<file path="src/rtl/counter_pkg.sv">
// Shared counter-library types: widths, step size, down-counter state encoding.
// Latency: n/a (types only). Backpressure: n/a.
package counter_pkg;

  localparam int CNT_W    = 8;
  localparam int CNT_STEP = 2;

  typedef logic [CNT_W-1:0] count_t;

  typedef enum logic [1:0] {
    IDLE    = 2'd0,
    LOADED  = 2'd1,
    RUN     = 2'd2,
    EXPIRED = 2'd3
  } dn_state_e;

endpackage

</file>
<file path="src/rtl/even_step_dec.sv">
// Combinational step decrement: next value, wrap flag and "next is zero" flag.
// Latency: zero (pure combinational). Backpressure: none.
module even_step_dec
  import counter_pkg::*;
#(
  parameter int WIDTH = CNT_W,
  parameter int STEP  = CNT_STEP
) (
  input  logic [WIDTH-1:0] i_q,
  output logic [WIDTH-1:0] o_next,
  output logic             o_wrap,
  output logic             o_zero_next
);

  localparam logic [WIDTH-1:0] STEP_V = WIDTH'(STEP);

  // q is always a multiple of STEP, so q < STEP means q == 0 and q == STEP lands on 0.
  assign o_next      = i_q - STEP_V;
  assign o_wrap      = (i_q < STEP_V);
  assign o_zero_next = (i_q == STEP_V);

endmodule

</file>
<file path="src/rtl/even_down_counter.sv">
// Even down-counter with load, terminal-count and borrow pulses; EVEN_DOWN_RELOAD_EN wraps to the last loaded value.
// Latency: one cycle from load/enable to q, tc, borrow. Backpressure: none, enable is accepted every cycle.
module even_down_counter
  import counter_pkg::*;
#(
  parameter int WIDTH = CNT_W,
  parameter int STEP  = CNT_STEP
) (
  input  logic             i_clk,
  input  logic             i_reset,
  input  logic             i_enable,
  input  logic             i_load,
  input  logic [WIDTH-1:0] i_d,
  output logic [WIDTH-1:0] o_q,
  output logic             o_tc,
  output logic             o_borrow,
  output logic             o_zero
);

  localparam logic [WIDTH-1:0] STEP_V   = WIDTH'(STEP);
  localparam logic [WIDTH-1:0] LOAD_MSK = ~(STEP_V - WIDTH'(1));
  localparam logic [WIDTH-1:0] WRAP_V   = '0 - STEP_V;

  logic [WIDTH-1:0] r_q;
  logic             r_tc;
  logic             r_borrow;
  dn_state_e        r_state;
  dn_state_e        w_state_nxt;

  logic [WIDTH-1:0] w_next;
  logic             w_wrap;
  logic             w_zero_next;
  logic [WIDTH-1:0] w_load_val;
  logic [WIDTH-1:0] w_wrap_val;

  even_step_dec #(.WIDTH(WIDTH), .STEP(STEP)) u_dec (
    .i_q         (r_q),
    .o_next      (w_next),
    .o_wrap      (w_wrap),
    .o_zero_next (w_zero_next)
  );

  assign w_load_val = i_d & LOAD_MSK;

`ifdef EVEN_DOWN_RELOAD_EN
  logic [WIDTH-1:0] r_shadow;

  always_ff @(posedge i_clk) begin
    if (i_reset)     r_shadow <= '0;
    else if (i_load) r_shadow <= w_load_val;
  end

  assign w_wrap_val = (r_shadow != '0) ? r_shadow : WRAP_V;
`else
  assign w_wrap_val = WRAP_V;
`endif

  always_ff @(posedge i_clk) begin
    if (i_reset) r_state <= IDLE;
    else         r_state <= w_state_nxt;
  end

  // Every state reacts the same way to load/enable; only the target depends on landing on 0.
  always_comb begin
    w_state_nxt = r_state;
    if (i_load)          w_state_nxt = LOADED;
    else if (i_enable)   w_state_nxt = w_zero_next ? EXPIRED : RUN;
  end

  always_ff @(posedge i_clk) begin
    if (i_reset) begin
      r_q      <= '0;
      r_tc     <= 1'b0;
      r_borrow <= 1'b0;
    end else if (i_load) begin
      r_q      <= w_load_val;
      r_tc     <= 1'b0;
      r_borrow <= 1'b0;
    end else if (i_enable) begin
      r_q      <= w_wrap ? w_wrap_val : w_next;
      r_tc     <= (w_state_nxt == EXPIRED);
      r_borrow <= w_wrap;
    end else begin
      r_tc     <= 1'b0;
      r_borrow <= 1'b0;
    end
  end

  assign o_q      = r_q;
  assign o_tc     = r_tc;
  assign o_borrow = r_borrow;
  assign o_zero   = (r_q == '0);

endmodule

</file>
<file path="config.mk">
export PLATFORM = sky130hd
export DESIGN_NAME = even_down_counter
export DESIGN_NICKNAME = d
export VERILOG_FILES = /design/src/rtl/counter_pkg.sv /design/src/rtl/even_step_dec.sv /design/src/rtl/even_down_counter.sv
export SDC_FILE = /design/constraint.sdc
export NUM_CORES = 1
export LEC_CHECK = 0
export CAP_MARGIN = 25
export CORE_MARGIN = 2
export CORE_UTILIZATION = 41
export DETAILED_ROUTE_END_ITERATION = 8
export GPL_TIMING_DRIVEN = 0
export HOLD_SLACK_MARGIN = 0.05
export PLACE_DENSITY_LB_ADDON = 0.2
export RECOVER_POWER = 50
export SLEW_MARGIN = 20
export SYNTH_ARGS = -nofsm -noshare
export SYNTH_HDL_FRONTEND = slang
export SYNTH_SLANG_ARGS = --single-unit
</file>
<file path="constraint.sdc">
create_clock -name i_clk -period 1.9 [get_ports i_clk]
set_clock_uncertainty 0.2 [all_clocks]
set_input_delay 0.19 -clock i_clk [delete_from_list [all_inputs] [get_ports i_clk]]
set_output_delay 0.19 -clock i_clk [all_outputs]
set_load 0.05 [all_outputs]
</file>
* After elaboration in Yosys (flattened, before gate mapping)
Index checks and enable logic that the tools add are counted.
** Word-level totals
- Register bits after elaboration :: 12
- Output and inout bits :: 11
- Input port bits :: 12
- Word-level logic and storage cells :: 20
** Operators by class
- Equal/unequal tests :: 2
- Magnitude comparators :: 1
- Mux-type cells :: 6
- Bitwise gates (word level) :: 1
- Add/subtract/negate cells :: 1
- Reduce and logical (&&, ||, !) cells :: 4
** Operator list (number)
- 2-to-1 mux 8 bit :: 3
- == test 8 x 2 -> 1 bit, second input constant :: 1
- logical NOT 8 bit :: 1
- less-than comparator 8 x 2 -> 1 bit, second input constant :: 1
- subtractor 8 x 2 -> 8 bit, second input constant :: 1
- 2-to-1 mux 2 bit :: 2
- OR reduction 3 bit :: 1
- == test 2 bit, second input constant :: 1
- nonzero test 2 bit :: 1
- OR reduction 2 bit :: 1
- 2-to-1 mux 1 bit :: 1
- inverter 1 bit :: 1

* Depth between registers and ports, before layout
- Word-level depth :: 5
- Gate-level depth with buffers :: 5
- Mapped depth without buffers :: 5

* By module
Synthesis repeated with hierarchy kept, for this count alone.
** Second synthesis, totals
- Cells, all modules :: 74
- Area total of the unflattened synthesis :: 650.6 um^2
** Modules (own cells, without submodules)
- even_down_counter :: cells an instance 55, area each 518.0 um^2, times used 1, sequential area each 200.2 um^2
- even_step_dec :: cells an instance 19, area each 132.6 um^2, times used 1, sequential area each 0.0 um^2

* Worst setup path after synthesis
OpenSTA, ideal clock, no wires.
- Path type :: register -> register
- From :: register r_q[1] (netlist: o_q[1])
- To :: register r_q[7] (netlist: o_q[7])
- Cell stages (with the launch flop) :: 6
- Path slack :: 1 ps
- Clock period less this slack :: 1899 ps
- Data required time :: 1608 ps
- Setup time :: 92 ps
- Arrival :: 1607 ps
- Path buffers :: 0
- Cells stage by stage :: dfxtp_1 -> inv_1 -> ha_1 -> nor2b_1 -> and4b_1 -> nor4_1
** On the way
- Cells in the longest elaborated chain, start to end :: 4
** RTL lines
- from (decl) :: RTL line even_down_counter.sv:24 : logic [WIDTH-1:0] r_q;
- from (signal assigned) :: RTL line even_down_counter.sv:76 : r_q <= w_load_val;
- from (signal assigned) :: RTL line even_down_counter.sv:80 : r_q <= w_wrap ? w_wrap_val : w_next;
- subtractor 8 x 2 -> 8 bit or less-than comparator 8 x 2 -> 1 bit (tied branches) :: RTL line even_step_dec.sv:18, even_step_dec.sv:19
- 2-to-1 mux 8 bit (*) :: RTL line even_down_counter.sv:80
- 2-to-1 mux 8 bit (*) :: RTL line even_down_counter.sv:79 : end else if (i_enable) begin
- 2-to-1 mux 8 bit (*) :: RTL line even_down_counter.sv:75 : end else if (i_load) begin
Mark *: on every way between the ends. The rest lies on a longest branch, timed or not. The select of a mux whose other input is x is not followed.
A chain may end at the register's enable or synchronous reset.

* Final worst setup path
- From :: register r_q[0] (netlist: o_q[0])
- To :: output port o_q[0]
** RTL lines
- to (decl) :: RTL line even_down_counter.sv:14 : output logic [WIDTH-1:0] o_q,
No word-level cell between the ends.

==> flow_metrics.env <==
export IMPL_cts_path_max_buffers=2
export IMPL_syn_area_um2=593.1
export IMPL_synth_edf_count=0
export IMPL_synth_top_area_share_pct=33.76
export IMPL_crit_type="reg -> out"
export IMPL_clkTransAtPathRegs_ns=0.06
export IMPL_numClockSinks=10
export IMPL_slowest_stage="clkdlybuf4s50_1"
export IMPL_nFillCells=125
export IMPL_synthCells=63
export IMPL_avgSynthCellArea_um2=9.414
export IMPL_crit_chain="clkdlybuf4s50_1"
export IMPL_wl_um=1440
export IMPL_dp_final_hpwl_um=1000
export IMPL_drt_initial_drc_count=14
export IMPL_cts_tree="built"
export IMPL_overflow=0
export IMPL_outcome="complete, no violations"
export IMPL_utilization_pct=63.32
export IMPL_cts_max_level=1
export IMPL_area_growth_pct=42.41
export IMPL_numCtsBuffers=3
export IMPL_holdPathStages=4
export IMPL_min_delay_start="i_load"
export IMPL_worstPathRequired_ns=1.51
export IMPL_powerDensity_mw_per_mm2=749.6
export IMPL_num_antenna_cells=0
export IMPL_hp_class="in -> reg"
export IMPL_relSlewSlack_pct=66.87
export IMPL_clock_latency_ns=0.26
export IMPL_grt_max_degree=11
export IMPL_hold_viol_final=0
export IMPL_endpoint="o_q[0]"
export IMPL_drc=0
export IMPL_netlist_cell_type_count=32
export IMPL_cp_depth=1
export IMPL_nets=105
export IMPL_ys_seq_area_share_pct=33.76
export IMPL_critPathTopFamily="buffers and inverters"
export IMPL_layout_common_cells="clkdlybuf4s50_1, dfxtp_1, dlygate4sd2_1"
export IMPL_row_count=13
export IMPL_drt_antenna_violating_nets=0
export IMPL_synth_adder_area_share_pct=2.110
export IMPL_synth_xor_area_share_pct=2.954
export IMPL_multi_input_comb_area_um2=354.1
export IMPL_layout_area_seq_um2=200.2
export IMPL_startpoint_type="register"
export IMPL_reg2reg_depth=5
export IMPL_yosys_area_top_type="dfxtp_1"
export IMPL_synth_seq_cells=10
export IMPL_startpoint="o_q[0]$_SDFFE_PP0P_"
export IMPL_core_area_mm2=0.001334
export IMPL_rsz0062_at_grt="false"
export IMPL_r2r_end="o_q[7]$_SDFFE_PP0P_"
export IMPL_cp_buffers_inverters=1
export IMPL_syn_nets=76
export IMPL_grt_util_all_layers_pct=17.56
export IMPL_synth_top_family_by_area="simple AND/OR/NAND/NOR gates"
export IMPL_crit_arrival_ns=1.43
export IMPL_yosys_area_share_simple_pct=35.65
export IMPL_drv_slew=0
export IMPL_async_flop_share_pct=0
export IMPL_cap_violations=0
export IMPL_setup_viol_count_final=0
export IMPL_die_area_mm2=0.001767
export IMPL_r2r_setup_slack_ns=0.27
export IMPL_ys_flop_type="dfxtp_1"
export IMPL_tightest_slew_ns=0.4954
export IMPL_finalCritPeriodShare_pct=95.92
export IMPL_viasPerCell=5.581
export IMPL_vias=586
export IMPL_vdd_drop_max_v=0.0004004
export IMPL_dieHeight_um=42.04
export IMPL_clock_root_buffer="clkbuf_4"
export IMPL_synth_mux_area_share_pct=3.376
export IMPL_first_pass_iters=4
export IMPL_cp_end_kind="primary output"
export IMPL_path_max_fanout=4
export IMPL_start_util_pct=44.47
export IMPL_holdWs_ns=0.1249
export IMPL_fp_dieW_um=42.04
export IMPL_final_layout_size_suffix_gt1_share_pct=16.67
export IMPL_cpPeakStageDelay_ns=0.81
export IMPL_synth_warnings=0
export IMPL_io_buffers=18
export IMPL_p_leak_nw=0.3537
export IMPL_fmax_mhz=548.7
export IMPL_antenna_found_initial=0
export IMPL_ios=23
export IMPL_grt_pass1_vias=555
export IMPL_yosys_top_cells_area="dfxtp_1, nor4b_4, nor2_1"
export IMPL_min_period_ns=1.823
export IMPL_r2r_start="o_q[1]$_SDFFE_PP0P_"
export IMPL_gp_congestion=0.7283
export IMPL_synth_compound_area_share_pct=16.03
export IMPL_routedWlPerCell_um=13.71
export IMPL_grt_pass1_wl_um=2380
-- what timing repair did --
action | CTS | global route
buffers inserted | 1 | 3
endpoints found under the setup margin | 8 | 1
hold buffers | 2 | 0
resized for setup | 11 | 2
pin swaps | 1 | 1
cloned | 0 | 0
hold endpoints to repair | 7 | 0
-- sequential cells by signal (all words and copies together) (netlist names) --
| signal | flops |
|---|---|
| o_tc | 1 |
| o_q | 8 |
| o_borrow | 1 |
-- worst reg2reg max path, stage by stage (launching register included) --
cell and delay, ns:
dfxtp_1 0.47, inv_1 0.08, ha_1 0.22, nor2b_1 0.17
and4b_1 0.20, nor4_1 0.20
-- routing by layer --
layer	part of all wire [%]	GRT usage, %	vias up
li1	-	-	290
met2	50	29.38	27
met4	0.56	5.625	0
met1	42	21.32	267
met3	7.6	5.603	2
met5	0	0	-
-- final cells by class --
class,count,share of cell area [%]
plain buffers,4,2.963
flip-flops and latches,10,23.70
well taps,15,2.222
repair buffers,24,25.19
clock buffers,3,2.667
inverters,3,1.333
multi-input cells,46,41.93
-- synthesized netlist by cell type (2+ instances only) --
library cell and number:
mux2i_1 2, buf_2 2, inv_1 3, a211oi_1 2
nor2b_1 3, xor2_1 2, a21oi_1 3, nor4_1 2
o22ai_1 2, nand2b_1 3, dfxtp_1 10, buf_4 2
nor2_1 6, nand4b_1 2, a22oi_1 2
-- worst min path at each step --
stage	endpoint	slack (ns)
after floorplan	o_q[1]$_SDFFE_PP0P_	0.14
after global placement	o_q[1]$_SDFFE_PP0P_	0.24
after detailed placement	o_q[1]$_SDFFE_PP0P_	0.24
after CTS	o_q[7]$_SDFFE_PP0P_	0.12
after global routing	o_q[7]$_SDFFE_PP0P_	0.15
final	o_q[7]$_SDFFE_PP0P_	0.12
-- power breakdown --
group	internal [mW]	leakage, nW	switching [mW]
clock	0.0730	0.0138	0.0687
combinational	0.0999	0.258	0.136
sequential	0.225	0.0824	0.0298
-- metrics by stage --
step | instance area, µm² | setup WS (ns) | TNS (ns) | cells | total power [mW]
final | 844.6 | 0.07746 | 0 | 105 | 0.6331
after global routing | 844.6 | 0.01649 | 0 | 105 | 0.6706
after CTS | 840.8 | -0.05981 | -0.05981 | 102 | 0.6341
after detailed placement | 792.0 | -0.3256 | -0.3256 | 96 | 0.4866
after global placement | 792.0 | -0.3179 | -0.3179 | 96 | 0.4827
after floorplan | 593.1 | 0.001469 | 0 | 63 | 0.4150
-- cell families after synthesis --
family | count (synthesis)
AOI/OAI and AO/OA | 14
xor gates and xnor gates | 2
adders and majority gates | 1
buffers and inverters | 7
DFF | 10
muxes | 2
and+or+nand+nor | 27
(Power assumes the default switching activity.)
